File: config.mk
export PLATFORM = sky130hd
export DESIGN_NAME = diffamp_cal_ctrl
export DESIGN_NICKNAME = d
export VERILOG_FILES = /design/src/rtl/diffamp_cal_ctrl.sv
export SDC_FILE = /design/constraint.sdc
export NUM_CORES = 1
export LEC_CHECK = 0
export BUFFER_PORTS_ARGS = -buffer_cell sky130_fd_sc_hd__buf_2
export CELL_PAD_IN_SITES_DETAIL_PLACEMENT = 1
export CELL_PAD_IN_SITES_GLOBAL_PLACEMENT = 1
export CORE_MARGIN = 4
export CORE_UTILIZATION = 40
export DETAILED_ROUTE_END_ITERATION = 16
export PLACE_DENSITY = 0.76
export SYNTH_ARGS = -nofsm -noshare
export SYNTH_HDL_FRONTEND = slang
export SYNTH_SLANG_ARGS = --single-unit
export TNS_END_PERCENT = 1
File: constraint.sdc
create_clock -name clk -period 1.7 [get_ports clk]
set_input_delay 0.17 -clock clk [delete_from_list [all_inputs] [get_ports clk]]
set_output_delay 0.17 -clock clk [all_outputs]
set_load 0.05 [all_outputs]
File: src/rtl/diffamp_cal_ctrl.sv
// Diff-amp offset calibration: SAR search on trim with settle waits.
// Define DIFFAMP_CAL_MAJ3_EN for a 3-sample majority vote per bit.
module diffamp_cal_ctrl #(
  parameter int TRIM_W     = 5,
  parameter int SETTLE_CYC = 4
) (
  input  logic              clk,
  input  logic              rstn,
  input  logic              cal_start,
  input  logic              cal_abort,
  input  logic              cmp_out,
  output logic              bias_en,
  output logic              short_en,
  output logic [TRIM_W-1:0] trim,
  output logic              cal_busy,
  output logic              cal_done,
  output logic              cal_fail
);

  localparam int CW = $clog2(SETTLE_CYC + 1);
  localparam int IW = (TRIM_W > 1) ? $clog2(TRIM_W) : 1;
`ifdef DIFFAMP_CAL_MAJ3_EN
  localparam int NSMP = 3;
`else
  localparam int NSMP = 1;
`endif

  typedef enum logic [2:0] {
    IDLE, BIAS, WAIT, SAMPLE, DONE
  } state_t;

  state_t            state, nstate;
  logic [CW-1:0]     cnt;
  logic [IW-1:0]     idx;
  logic [TRIM_W-1:0] saved;
  logic [TRIM_W-1:0] trim_smp;
  logic              ok;
  logic              sy1, cmp_s;
  logic              settle_hit, samp_last, dec;

`ifdef DIFFAMP_CAL_MAJ3_EN
  logic [1:0] smp;
  assign dec = (smp[0] & smp[1]) | (smp[0] & cmp_s) | (smp[1] & cmp_s);
`else
  assign dec = cmp_s;
`endif

  assign settle_hit = (cnt == CW'(SETTLE_CYC - 1));
  assign samp_last  = (cnt == CW'(NSMP - 1));

  always_ff @(posedge clk or negedge rstn) begin
    if (!rstn) begin
      sy1   <= 1'b0;
      cmp_s <= 1'b0;
    end else begin
      sy1   <= cmp_out;
      cmp_s <= sy1;
    end
  end

  always_ff @(posedge clk or negedge rstn) begin
    if (!rstn) state <= IDLE;
    else       state <= nstate;
  end

  always_comb begin
    nstate = state;
    unique case (state)
      IDLE:   if (cal_start) nstate = BIAS;
      BIAS: begin
        if (cal_abort)       nstate = IDLE;
        else if (settle_hit) nstate = WAIT;
      end
      WAIT: begin
        if (cal_abort)       nstate = IDLE;
        else if (settle_hit) nstate = SAMPLE;
      end
      SAMPLE: begin
        if (cal_abort)      nstate = IDLE;
        else if (samp_last) nstate = (idx == '0) ? DONE : WAIT;
      end
      DONE:    nstate = IDLE;
      default: nstate = IDLE;
    endcase
  end

  // Resolve the current bit, then trial-set the next lower one
  always_comb begin
    trim_smp = trim;
    if (!dec) trim_smp[idx] = 1'b0;
    if (idx != '0) trim_smp[idx - 1'b1] = 1'b1;
  end

  always_ff @(posedge clk or negedge rstn) begin
    if (!rstn) begin
      cnt      <= '0;
      idx      <= '0;
      trim     <= '0;
      saved    <= '0;
      ok       <= 1'b0;
      cal_fail <= 1'b0;
`ifdef DIFFAMP_CAL_MAJ3_EN
      smp      <= '0;
`endif
    end else begin
      unique case (state)
        IDLE: if (cal_start) begin
          cnt      <= '0;
          cal_fail <= 1'b0;
          trim     <= '0;
        end
        BIAS: begin
          if (cal_abort) begin
            trim <= saved;
          end else if (settle_hit) begin
            idx  <= IW'(TRIM_W - 1);
            trim <= TRIM_W'(1) << (TRIM_W - 1);
            cnt  <= '0;
          end else begin
            cnt  <= cnt + 1'b1;
          end
        end
        WAIT: begin
          if (cal_abort)       trim <= saved;
          else if (settle_hit) cnt  <= '0;
          else                 cnt  <= cnt + 1'b1;
        end
        SAMPLE: begin
          if (cal_abort) begin
            trim <= saved;
          end else if (samp_last) begin
            trim <= trim_smp;
            cnt  <= '0;
            if (idx != '0) idx <= idx - 1'b1;
          end else begin
            cnt  <= cnt + 1'b1;
`ifdef DIFFAMP_CAL_MAJ3_EN
            smp[cnt[0]] <= cmp_s;
`endif
          end
        end
        DONE: begin
          saved    <= trim;
          cal_fail <= (trim == '0) || (&trim);
          ok       <= 1'b1;
        end
        default: ;
      endcase
    end
  end

  always_comb begin
    cal_busy = (state == BIAS) || (state == WAIT) || (state == SAMPLE);
    short_en = cal_busy;
    cal_done = (state == DONE);
    bias_en  = cal_busy || cal_done || ok;
  end

endmodule

# --- Yosys cells after proc, flatten, opt, wreduce, memory -nomap -nowiden ---
# Cells that the tools add are included.
# W data, S select, Z words.
classes:
  addsub: 2
  magnitude_cmp: 4
  n_eq_ne: 16
  n_mux: 36
  bitwise: 3
  reduce_logical: 23
ops:
  columns: ["cell", "n"]
  rows:
  - ["$mux W3", 18]
  - ["$mux W5", 8]
  - ["$pmux W5 S4", 1]
  - ["$ne A2 B2 Y1 const B", 8]
  - ["$pmux W3 S4", 1]
  - ["$reduce_and A5 Y1", 2]
  - ["$eq A3 B2 Y1 const B", 3]
  - ["$logic_not A3 Y1", 3]
  - ["$ne A3 B3 Y1 const B", 3]
  - ["$pmux W3 S3", 1]
  - ["$lt A3 B4 Y1 const B", 2]
  - ["$reduce_and A4 Y1", 2]
  - ["$demux W1 S3", 2]
  - ["$ge A3 B1 Y1 const B", 2]
  - ["$pmux W3 S2", 1]
  - ["$reduce_and A6 Y1", 1]
  - ["$reduce_bool A3 Y1", 2]
  - ["$and A5 B5 Y5", 1]
  - ["$logic_not A5 Y1", 1]
  - ["$logic_or A1 B1 Y1", 5]
  - ["$not A5 Y5", 1]
  - ["$or A5 B5 Y5", 1]
  - ["$reduce_bool A2 Y1", 2]
  - ["$reduce_bool A4 Y1", 1]
  - ["other kinds (9)", 12]
word_totals:
  register_bits: 23
  inputBits: 5

# --- Longest topological paths before layout ---
# Gate-level depths: netlist of run 1.
depth:
  depth_word: 12
  mapped_depth: 7
  mapped_depth_nobuf: 7

# --- Worst setup path after synthesis of run 1 ---
# No wires, ideal clock.
synth_path:
  kind: "reg2out"
  start: "reg state[2]"
  end: "out short_en"
  arrival_ns: 1.746
  setup_slack_ns: -0.216
  stages_incl_launch_ff: 5
  cell_sequence: "dfrtp_1 > clkbuf_1 > clkbuf_1 > nor2_1 > buf_4"
synth_via:
  elab_chain_cells: 3
synth_lines:
  columns: ["item", "line", "source"]
  rows:
  - ["start: declaration", "32", "state_t state, nstate;"]
  - ["start signal: assignment", "63", "else state <= nstate;"]
  - ["$eq A3 B1 Y1 / $eq A3 B2 Y1 (equally long branches)", "153", "cal_busy = (state == BIAS) || (state == WAIT) || (state == SAMPLE);"]
  - ["$logic_or A1 B1 Y1", "153", null]
  - ["$logic_or A1 B1 Y1 *", "153", null]
  - ["end: declaration", "13", "output logic short_en,"]
# Mark *: on every way between the ends. The rest lies on a longest branch, timed or not.

# --- Worst setup path after layout of run 1 ---
layout_path:
  start: "reg cnt[1]"
  end: "reg trim[2]"
layout_via:
  elab_chain_cells: 3
layout_lines:
  columns: ["item", "line", "source"]
  rows:
  - ["start: declaration", "33", "logic [CW-1:0] cnt;"]
  - ["start signal: assignment", "120", "cnt <= cnt + 1'b1;"]
  - ["start signal: assignment", "126", "else cnt <= cnt + 1'b1;"]
  - ["start signal: assignment", "136", "cnt <= cnt + 1'b1;"]
  - ["$eq A3 B2 Y1 / $logic_not A3 Y1 (equally long branches)", "48, 49", null]
  - ["$ne A3 B3 Y1 (no line)", null, null]
  - ["$reduce_and A5 Y1 (no line) *", null, null]
  - ["end signal: assignment", "114", "trim <= saved;"]
  - ["end signal: assignment", "117", "trim <= TRIM_W'(1) << (TRIM_W - 1);"]
  - ["end signal: assignment", "124", "if (cal_abort) trim <= saved;"]
  - ["end: declaration", "14", "output logic [TRIM_W-1:0] trim,"]
# Marks and branches as above.
# A chain may end at the register's enable or synchronous reset.

==> flow_summary.rst, run 1 <==
.. list-table::
   :header-rows: 1

   * - Metric
     - Value
   * - Cell chosen for the clock root
     - sky130_fd_sc_hd__clkbuf_4
   * - Number of antenna violations at the first check in global routing
     - 0
   * - Worst Clk Skew
     - between 10 and 15 ps
   * - Violations in the final reports
     - setup timing
   * - Maximum achievable frequency
     - 549 MHz
   * - Min-Delay Startpoint
     - cal_start
   * - TritonCTS clock tree
     - yes
   * - Number of global-route vias before repair
     - 1,350
   * - Final Net Count
     - roughly 210
   * - Hold Crit Class
     - in2reg
   * - GRT Residual Overflow
     - 0
   * - Startpoint of the most critical register-to-register path
     - cnt[1]
   * - Crit path setup slack, layout
     - -120 ps
   * - Area of the core region
     - ~3400 um^2
   * - Routed WL per cell
     - 17.5 um
   * - Global placer's final weighted congestion
     - 0.828
   * - DR vias/cell
     - 5.79
   * - Pin slew with the least headroom to its limit
     - 528 ps
   * - Area occupied by multi-input gates
     - 881 um^2
   * - Post-layout min period
     - about 1800 ps
   * - FF+latch area
     - 578 um^2
   * - First-pass GRT wire length
     - around 6.7 mm
   * - Critical Path Source Type
     - register
   * - Post-synth EDFFs
     - 0
   * - Fraction of synthesis flops using an asynchronous set or reset pin
     - 1.00
   * - Endpoint kind of the worst setup timing path
     - register
   * - Source-to-sink clock delay at the later pin of the worst-skew pair
     - between 300 and 400 ps
   * - Power share of the clock group
     - 0.093
   * - Total count of max-transition violations in the final report
     - 0
   * - Syn Nets
     - 163
   * - # clock sinks
     - 23
   * - Count of boundary I/O pins
     - 15
   * - Clock input transition at the sequential cells of the worst setup and hold paths
     - 140 ps
   * - Clk buf depth
     - 2
   * - Most used cells in the layout excluding fill and tap cells
     - sky130_fd_sc_hd__buf_4, sky130_fd_sc_hd__dfrtp_1, sky130_fd_sc_hd__buf_2
   * - Overall routed net length
     - 4.18 mm
   * - Number of distinct library cells after synthesis
     - a little under 50
   * - Internal power of the cells
     - 0.00152 W
   * - Maximum number of pins on one net before global-route repair
     - 24
   * - Total of buffers placed on input and output ports
     - 14
   * - Drt first pass iters
     - 4
   * - Setup repair after global routing missed its margin
     - yes
   * - Register share of total power
     - 0.285
   * - Relative contribution of combinational cells to total power
     - 0.622
   * - Crit path required time
     - roughly 1900 ps
   * - DRC violation total after the first TritonRoute iteration
     - 125
   * - Worst vdd ir
     - 0.564 mV
   * - Type of the worst setup path
     - reg2reg
   * - Area growth from synthesis to layout
     - 31.4%
   * - Slew margin rel.
     - 0.648
   * - Worst hold path endpoint
     - state[1]
   * - Die area
     - 4630 um^2
   * - Die Y
     - 68.0 um
   * - Slack of the worst reg-to-reg path
     - -120 ps
   * - Switching share of power
     - 0.459
   * - Count of H-tree levels built during CTS
     - 1
   * - Number of standard cells after synthesis
     - 152
   * - Number of violations of the max-capacitance limit
     - 0
   * - Most instantiated flip-flop cell in the synthesis netlist
     - sky130_fd_sc_hd__dfrtp_1
   * - Total non-filler cell area in the finished layout
     - 1890 um^2
   * - Number of antenna diodes
     - 0
   * - Final HPWL from detailed placement
     - 3.13 mm
   * - Post-placement cell area
     - 1720 um^2
   * - Setup total negative slack
     - -254 ps
   * - # fillers
     - 413
   * - Tot Pwr
     - 0.00281 W
   * - Sequential area share after synthesis
     - 0.399
   * - Tot GR Track Use
     - 0.195
   * - Hold-critical path depth
     - 4
   * - Horizontal die dimension
     - 68.0 um
   * - Core Rows
     - 21
   * - Number of warning messages in the yosys log
     - 0
   * - Reg-to-reg critical path endpoint
     - trim[2]
   * - Total power divided by cell area
     - 1480 nW/um^2
   * - Logic depth of the worst register-to-register path
     - 6
   * - Starting utilization of the core area
     - 0.422
   * - Critical-path maximum fanout
     - 3
   * - Outcome
     - finished, violations left
   * - Period utilization
     - 1.07
   * - Share of layout cells above drive strength 1
     - 0.389
   * - Vias
     - 1,385
   * - Setup violators final
     - 3
   * - Final-report hold violation count
     - 0
   * - Worst EP arrival
     - approximately 2000 ps
   * - Total DRC errors in the routed layout
     - 0
   * - NetSw
     - approximately 0.0013 W
   * - Antenna Nets Post-Route
     - 0
   * - Number of buffers added by the clock tree synthesis step
     - 3
   * - Leakage dissipation
     - between 0.8 and 0.9 nW
   * - Most common library cell in the layout ignoring fill and taps
     - sky130_fd_sc_hd__buf_4
   * - Post-synthesis sequential element count
     - 23
   * - Area of the mapped netlist
     - 1440 um^2
   * - Mean cell area of the mapped netlist
     - around 9.5 um^2
[through the flow]
| step | hold WS [ps] | worst slack [ps] | utilization | std cells |
|---|---|---|---|---|
| after detailed placement | 176 | -135 | 0.502 | 228 |
| after CTS | 202 | -79.8 | 0.536 | 237 |
| after global routing | 220 | -181 | 0.555 | 239 |
| final | 209 | -120 | 0.555 | 239 |
| after floorplan | -126 | -143 | - | 152 |
| after global placement | 165 | -63.0 | 0.502 | 228 |
[synth_stat cells, drive strengths merged (4+ instances only)]
cell / number / area, um^2
a21oi: 4 / 20.0
a31oi: 4 / 25.0
nor3: 5 / 25.0
inv: 9 / 33.8
nor2: 9 / 33.8
nand2: 6 / 22.5
mux2: 6 / 67.6
dfrtp: 23 / 576
a22oi: 5 / 37.5
nand2b: 5 / 31.3
o21ai: 10 / 50.1
ha: 6 / 75.1
clkbuf: 5 / 18.8
[cell type report]
class,instances,area share
flip-flops and latches,23,0.305
clock buffers,4,0.0139
well taps,46,0.0304
inverters,9,0.0178
repair buffers,45,0.168
multi-input cells,112,0.465
[state kept, by name, indices dropped and copies added, names as in the netlist]
signal    flops
state         3
cal_fail      1
ok            1
cmp_s         1
sy1           1
cnt           3
trim          5
saved         5
idx           3
[power groups by stage]
stage / clock (W) / sequential, W / combinational, W
CTS: 0.000263 / 0.000786 / 0.00162
floorplan: 0 / 0.000768 / 0.000956
global placement: 0 / 0.000759 / 0.00142
finish: 0.000261 / 0.000800 / 0.00175
detailed placement: 0 / 0.000775 / 0.00151
global route: 0.000291 / 0.000818 / 0.00190
[repair_timing]
item                                   4_1_cts  5_1_grt
pin swaps                                    5        1
buffers inserted                             3        2
endpoints found under the hold margin       24        0
hold buffers                                 2        0
setup endpoints to repair                   12       14
resized for setup                           16       13
[critical path, stage by stage (launching register included)]
cell and delay [ps]:
sky130_fd_sc_hd__dfrtp_1 460, sky130_fd_sc_hd__ha_4 180, sky130_fd_sc_hd__ha_4 150, sky130_fd_sc_hd__nand2b_4 50
sky130_fd_sc_hd__and4_4 170, sky130_fd_sc_hd__or3_4 370, sky130_fd_sc_hd__a221o_1 330
[worst max path at each step]
| stage | depth (start not counted) | startpoint | end | slack [ps] |
|---|---|---|---|---|
| 4_1_cts | 6 | cnt[1] | trim[3] | -80 |
| 2_1_floorplan | 6 | cnt[0] | trim[2] | -140 |
| 6_report | 6 | cnt[1] | trim[2] | -120 |
| 3_5_place_dp | 6 | cnt[0] | trim[2] | -140 |
| 5_1_grt | 6 | cnt[1] | trim[2] | -180 |
| 3_3_place_gp | 6 | cnt[0] | trim[2] | -60 |
[cell families (layout without fill, tap and decap cells)]
logic type | Yosys count | count (layout) | share of synthesized area
simple gates | 49 | 49 | 0.196
compound gates | 47 | 47 | 0.230
flops | 23 | 23 | 0.399
buf+inv | 17 | 58 | 0.0486
mux | 9 | 9 | 0.0677
fa+ha+maj | 6 | 6 | 0.0521
xor+xnor | 1 | 1 | 0.00608
[metal layers]
metal  vias up  wire length (um)  global-route usage
li1        652                 -                   -
met1       709              1850               0.246
met2        18              2180               0.345
met3         6               111              0.0279
met4         0                49              0.0521
met5         -                 0                   0
Note: power is estimated with default switching activity, not from simulation.
==> run 2, diff against run 1 <==
==> constraint.sdc (replaced) <==
create_clock -name clk -period 1.7 [get_ports clk]
set_input_delay 0.17 -clock clk [delete_from_list [all_inputs] [get_ports clk]]
set_output_delay 0.17 -clock clk [all_outputs]
set_load 0.02 [all_outputs]
==> flow_summary.rst, run 2 (synthesized netlist as in run 1, its figures left out) <==
.. list-table::
   :header-rows: 1

   * - Metric
     - Value
   * - Most used cells in the layout excluding fill and tap cells
     - sky130_fd_sc_hd__buf_4, sky130_fd_sc_hd__dfrtp_1, sky130_fd_sc_hd__buf_2
   * - Total of buffers placed on input and output ports
     - 14 (unchanged)
   * - Crit path setup slack, layout
     - -101 ps (+18.7 ps)
   * - Worst vdd ir
     - 0.820 mV (+45%)
   * - Total count of max-transition violations in the final report
     - 0 (unchanged)
   * - First-pass GRT wire length
     - 7.56 mm (+13%)
   * - Logic depth of the worst register-to-register path
     - 6 (unchanged)
   * - Final Net Count
     - 203 (-0.98%)
   * - Slowest CP cell
     - sky130_fd_sc_hd__dfrtp_1
   * - Clock input transition at the sequential cells of the worst setup and hold paths
     - 130 ps (about the same)
   * - Count of H-tree levels built during CTS
     - 1 (unchanged)
   * - Post-layout min period
     - 1800 ps (-18.7 ps)
   * - Clk buf depth
     - 2 (unchanged)
   * - Count of boundary I/O pins
     - 15 (unchanged)
   * - FF+latch area
     - 579 um^2 (+0.22%)
   * - Number of global-route vias before repair
     - 1,494 (+11%)
   * - Tot GR Track Use
     - 0.219 (+0.0240)
   * - # fillers
     - 397 (-3.9%)
   * - Worst path bufs/invs
     - 0 (unchanged)
   * - Critical Path Source Type
     - register
   * - Number of buffers added by the clock tree synthesis step
     - 3 (unchanged)
   * - Top delay family on crit path
     - simple AND/OR/NAND/NOR gates
   * - Reg-to-reg critical path endpoint
     - trim[2]
   * - Period utilization
     - 1.06 (-0.0110)
   * - Endpoint kind of the worst setup timing path
     - register
   * - Total non-filler cell area in the finished layout
     - 1890 um^2 (-0.13%)
   * - Total DRC errors in the routed layout
     - 0 (unchanged)
   * - Total power divided by cell area
     - 1420 nW/um^2 (-4.5%)
   * - Setup repair after global routing missed its margin
     - yes
   * - Die area
     - 4630 um^2 (unchanged)
   * - Startpoint of the most critical register-to-register path
     - cnt[0]
   * - Worst hold path endpoint
     - cnt[2]
   * - Starting utilization of the core area
     - 0.422 (unchanged)
   * - Source-to-sink clock delay at the later pin of the worst-skew pair
     - 320 ps (about the same)
   * - Area occupied by multi-input gates
     - 893 um^2 (+1.4%)
   * - Crit path required time
     - 1920 ps (about the same)
   * - TritonCTS clock tree
     - yes
   * - Number of violations of the max-capacitance limit
     - 0 (unchanged)
   * - Area of the core region
     - 3420 um^2 (unchanged)
   * - Number of placed instances, taps included
     - 226 (-0.88%)
   * - Hold Crit Class
     - in2reg
   * - Worst setup slack after placement
     - -171 ps (-35.3 ps)
   * - Most prevalent standard cell on the critical path
     - sky130_fd_sc_hd__ha_4
   * - Area growth from synthesis to layout
     - 31.2%
   * - Antenna Nets Post-Route
     - 0 (unchanged)
   * - Core Rows
     - 21 (unchanged)
   * - Slowest Stage Delay on Critical Path
     - 440 ps (-20 ps)
   * - Slew margin rel.
     - 0.636 (-0.0115)
   * - Share of layout cells above drive strength 1
     - 0.403 (+0.0145)
   * - Most common library cell in the layout ignoring fill and taps
     - sky130_fd_sc_hd__buf_4
   * - Final-report hold violation count
     - 0 (unchanged)
   * - Worst EP arrival
     - 2020 ps (about the same)
   * - Die Y
     - 68.0 um (unchanged)
   * - Cell chosen for the clock root
     - sky130_fd_sc_hd__clkbuf_4
   * - Routed WL per cell
     - 19.0 um (+8.5%)
   * - Global placer's final weighted congestion
     - 0.854 (+3.1%)
   * - Setup total negative slack
     - -199 ps (+55.6 ps)
   * - GRT Residual Overflow
     - 0 (unchanged)
   * - Horizontal die dimension
     - 68.0 um (unchanged)
   * - Leading registers by flop count
     - saved: 5 flops, trim: 5 flops
   * - Final cell count without fillers
     - 237 (-0.84%)
   * - DRC violation total after the first TritonRoute iteration
     - 99 (-21%)
   * - Post-placement cell area
     - 1720 um^2 (+0.29%)
   * - Maximum number of pins on one net before global-route repair
     - 24 (unchanged)
   * - Worst Clk Skew
     - 9.03 ps (-3.86 ps)
   * - Hold-critical path depth
     - 2 (-2)
   * - # clock sinks
     - 23 (unchanged)
   * - Leakage dissipation
     - 0.844 nW (-0.57%)
   * - Slack of the worst reg-to-reg path
     - -100 ps (+20 ps)
   * - Hold Slack
     - 161 ps (-48.1 ps)
   * - Number of antenna diodes
     - 0 (unchanged)
   * - Worst path cell trace
     - ha_4 -> ha_4 -> nand2b_4 -> and4_4 -> or3_4 -> a221o_1
   * - Setup violators final
     - 2 (-1)
   * - Drt first pass iters
     - 4 (unchanged)
   * - Type of the worst setup path
     - reg2reg
   * - Pin slew with the least headroom to its limit
     - 542 ps (+14.0 ps)
   * - Maximum achievable frequency
     - 555 MHz (+1.0%)
   * - Number of antenna violations at the first check in global routing
     - 0 (unchanged)
   * - Outcome
     - finished, violations left
   * - Final HPWL from detailed placement
     - 3.17 mm (+1.3%)
   * - Violations in the final reports
     - setup timing
   * - Critical-path maximum fanout
     - 3 (unchanged)
   * - DR vias/cell
     - 5.74 (-0.90%)
   * - Min-Delay Startpoint
     - cal_abort
   * - Overall routed net length
     - 4.50 mm (+7.6%)
   * - Vias
     - 1,361 (-1.7%)
run 2: stage by stage:
step / total power, W / utilization
detailed placement: 0.00216 / 0.504
floorplan: 0.00161 / -
global route: 0.00289 / 0.554
finish: 0.00268 / 0.554
global placement: 0.00207 / 0.504
CTS: 0.00254 / 0.537
run 2: worst max path at each step:
stage,from,endpoint,depth (start not counted)
after floorplan,cnt[0],trim[2],6
after global placement,cnt[1],trim[3],6
after detailed placement,cnt[1],trim[2],6
after CTS,cnt[0],trim[2],6
after global routing,cnt[0],trim[2],6
final,cnt[0],trim[2],6
run 2: power by group:
group | internal (W) | total [W] | switching, W
Clock | 0.0000881 | 0.000261 | 0.000173
Combinational | 0.000766 | 0.00161 | 0.000845
Sequential | 0.000648 | 0.000809 | 0.000161
Total | 0.00150 | 0.00268 | 0.00118
run 2: per-layer routing:
| layer | vias to the layer above | track usage | share of wire |
|---|---|---|---|
| met3 | 8 | 0.0361 | 0.026 |
| met1 | 688 | 0.270 | 0.44 |
| met2 | 24 | 0.390 | 0.52 |
| met5 | - | 0 | 0 |
| met4 | 0 | 0.0620 | 0.014 |
| li1 | 641 | - | - |
run 2: cell type report:
cell class | count | area share
Clock inverter | 1 | 0.00265
Sequential cell | 23 | 0.306
Tap cell | 46 | 0.0304
Multi-Input combinational cell | 112 | 0.472
Inverter | 9 | 0.0179
Clock buffer | 3 | 0.0119
Timing Repair Buffer | 43 | 0.159
run 2: repair_timing:
| action | 4_1_cts | 5_1_grt |
|---|---|---|
| endpoints found under the hold margin | 24 | 0 |
| pin swaps | 6 | 9 |
| setup endpoints to repair | 11 | 11 |
| cloned | 0 | 0 |
| resized for setup | 13 | 12 |
| hold buffers | 2 | 0 |
| buffers inserted | 3 | 3 |
==> run 3, diff against run 2 <==
--- a/config.mk
+++ b/config.mk
@@ -15,4 +15,3 @@
 export SYNTH_ARGS = -nofsm -noshare
 export SYNTH_HDL_FRONTEND = slang
 export SYNTH_SLANG_ARGS = --single-unit
-export TNS_END_PERCENT = 1
==> flow_summary.rst, run 3 (synthesized netlist as in run 1, its figures left out) <==
.. list-table::
   :header-rows: 1

   * - Metric
     - Value
   * - Total of buffers placed on input and output ports
     - 14 (unchanged)
   * - Hold Slack
     - 155 ps (-5.85 ps)
   * - GRT Residual Overflow
     - 0 (unchanged)
   * - Count of H-tree levels built during CTS
     - 1 (unchanged)
   * - # clock sinks
     - 23 (unchanged)
   * - Worst path bufs/invs
     - 0 (unchanged)
   * - Source-to-sink clock delay at the later pin of the worst-skew pair
     - 320 ps (about the same)
   * - First-pass GRT wire length
     - 7.56 mm (unchanged)
   * - Slew margin rel.
     - 0.627 (-0.00900)
   * - Endpoint kind of the worst setup timing path
     - register
   * - Critical-path maximum fanout
     - 3 (unchanged)
   * - Vias
     - 1,361 (unchanged)
   * - Clk buf depth
     - 2 (unchanged)
   * - Final cell count without fillers
     - 239 (+0.84%)
   * - Top delay family on crit path
     - simple AND/OR/NAND/NOR gates
   * - Total DRC errors in the routed layout
     - 0 (unchanged)
   * - Hold Crit Class
     - in2reg
   * - Setup repair after global routing missed its margin
     - yes
   * - Setup total negative slack
     - -231 ps (-32.3 ps)
   * - Core Rows
     - 21 (unchanged)
   * - Total power divided by cell area
     - 1430 nW/um^2 (+0.62%)
   * - Worst path cell trace
     - ha_4 -> ha_4 -> nand2b_4 -> and4_4 -> or3_4 -> a221o_1
   * - Slowest Stage Delay on Critical Path
     - 450 ps (about the same)
   * - Final-report hold violation count
     - 0 (unchanged)
   * - Hold-critical path depth
     - 2 (unchanged)
   * - Crit path required time
     - 1920 ps (about the same)
   * - Leakage dissipation
     - 0.856 nW (+1.5%)
   * - Slowest CP cell
     - sky130_fd_sc_hd__dfrtp_1
   * - Global placer's final weighted congestion
     - 0.854 (unchanged)
   * - Overall routed net length
     - 4.58 mm (+1.8%)
   * - Reg-to-reg critical path endpoint
     - trim[2]
   * - Drt first pass iters
     - 4 (unchanged)
   * - Clock input transition at the sequential cells of the worst setup and hold paths
     - 140 ps (about the same)
   * - Die area
     - 4630 um^2 (unchanged)
   * - Number of violations of the max-capacitance limit
     - 0 (unchanged)
   * - Worst hold path endpoint
     - cnt[2]
   * - Most common library cell in the layout ignoring fill and taps
     - sky130_fd_sc_hd__buf_4
   * - Logic depth of the worst register-to-register path
     - 6 (unchanged)
   * - Total count of max-transition violations in the final report
     - 0 (unchanged)
   * - Routed WL per cell
     - 19.2 um (+0.97%)
   * - Crit path setup slack, layout
     - -117 ps (-15.4 ps)
   * - Worst Clk Skew
     - 10.1 ps (+1.11 ps)
   * - Number of buffers added by the clock tree synthesis step
     - 3 (unchanged)
   * - Post-layout min period
     - 1820 ps (+15.4 ps)
   * - Final Net Count
     - 205 (+0.99%)
   * - Share of layout cells above drive strength 1
     - 0.420 (+0.0165)
   * - Number of placed instances, taps included
     - 226 (unchanged)
   * - Type of the worst setup path
     - reg2reg
   * - Number of antenna diodes
     - 0 (unchanged)
   * - Final HPWL from detailed placement
     - 3.17 mm (unchanged)
   * - DR vias/cell
     - 5.69 (-0.84%)
   * - Worst EP arrival
     - 2040 ps (+20 ps)
   * - Antenna Nets Post-Route
     - 0 (unchanged)
   * - Period utilization
     - 1.07 (+0.00904)
   * - Final core utilization
     - 0.560 (+0.00623)
   * - Pin slew with the least headroom to its limit
     - 556 ps (+13.4 ps)
   * - Horizontal die dimension
     - 68.0 um (unchanged)
   * - Violations in the final reports
     - setup timing
   * - Cell chosen for the clock root
     - sky130_fd_sc_hd__clkbuf_4
   * - Starting utilization of the core area
     - 0.422 (unchanged)
   * - Area growth from synthesis to layout
     - 32.7%
   * - TritonCTS clock tree
     - yes
   * - Die Y
     - 68.0 um (unchanged)
   * - Setup violators final
     - 2 (unchanged)
   * - Critical Path Source Type
     - register
   * - Startpoint of the most critical register-to-register path
     - cnt[0]
   * - Most prevalent standard cell on the critical path
     - sky130_fd_sc_hd__ha_4
   * - Maximum achievable frequency
     - 550 MHz (-0.85%)
   * - Outcome
     - finished, violations left
   * - Most used cells in the layout excluding fill and tap cells
     - sky130_fd_sc_hd__buf_4, sky130_fd_sc_hd__dfrtp_1, sky130_fd_sc_hd__buf_2
   * - Worst setup slack after placement
     - -171 ps (unchanged)
   * - Tot GR Track Use
     - 0.219 (unchanged)
   * - Leading registers by flop count
     - saved: 5 flops, trim: 5 flops
   * - DRC violation total after the first TritonRoute iteration
     - 69 (-30%)
   * - Maximum number of pins on one net before global-route repair
     - 24 (unchanged)
   * - Area of the core region
     - 3420 um^2 (unchanged)
   * - Min-Delay Startpoint
     - cal_abort
   * - Count of boundary I/O pins
     - 15 (unchanged)
   * - Worst vdd ir
     - 0.827 mV (+0.84%)
   * - Slack of the worst reg-to-reg path
     - -120 ps (-20 ps)
   * - Number of global-route vias before repair
     - 1,494 (unchanged)
   * - Number of antenna violations at the first check in global routing
     - 0 (unchanged)
[run 3: power breakdown]
part	total [W]	internal [W]	switching, W
Combinational	0.00166	0.000794	0.000869
Sequential	0.000803	0.000648	0.000155
Clock	0.000263	0.0000881	0.000175
[run 3: timing repair]
action | in CTS | in global routing
endpoints found under the setup margin | 11 | 11
setup buffers | 3 | 5
hold buffers | 2 | 0
hold endpoints to repair | 24 | 0
pin swaps | 7 | 9
cloned | 0 | 0
gates resized for setup | 13 | 13
[run 3: layout make-up]
class | count | area [um^2]
Sequential cell | 23 | 579
Fill cell | 397 | 1500
Timing Repair Buffer | 45 | 315
Tap cell | 46 | 57.6
Multi-Input combinational cell | 112 | 900
Inverter | 9 | 33.8
Clock inverter | 1 | 5.00
Clock buffer | 3 | 22.5
[run 3: worst max path at each step]
| stage | startpoint | to | slack (ps) | cells after the start |
|---|---|---|---|---|
| 3_5_place_dp | cnt[1] | trim[2] | -170 | 6 |
| 4_1_cts | cnt[0] | trim[2] | -120 | 6 |
| 5_1_grt | cnt[0] | trim[2] | -140 | 6 |
| 3_3_place_gp | cnt[1] | trim[3] | -50 | 6 |
| 2_1_floorplan | cnt[0] | trim[2] | -80 | 6 |
| 6_report | cnt[0] | trim[2] | -120 | 6 |
[run 3: layer usage]
metal	GRT usage	vias up	part of all wire
li1	-	648	-
met1	0.270	687	0.44
met2	0.390	20	0.52
met3	0.0361	6	0.023
met4	0.0620	0	0.013
met5	0	-	0
[run 3: through the flow]
step	power [W]	instance area (um^2)
after CTS	0.00254	1830
after detailed placement	0.00216	1720
after global placement	0.00207	1720
final	0.00273	1910
after global routing	0.00293	1910
after floorplan	0.00161	1460
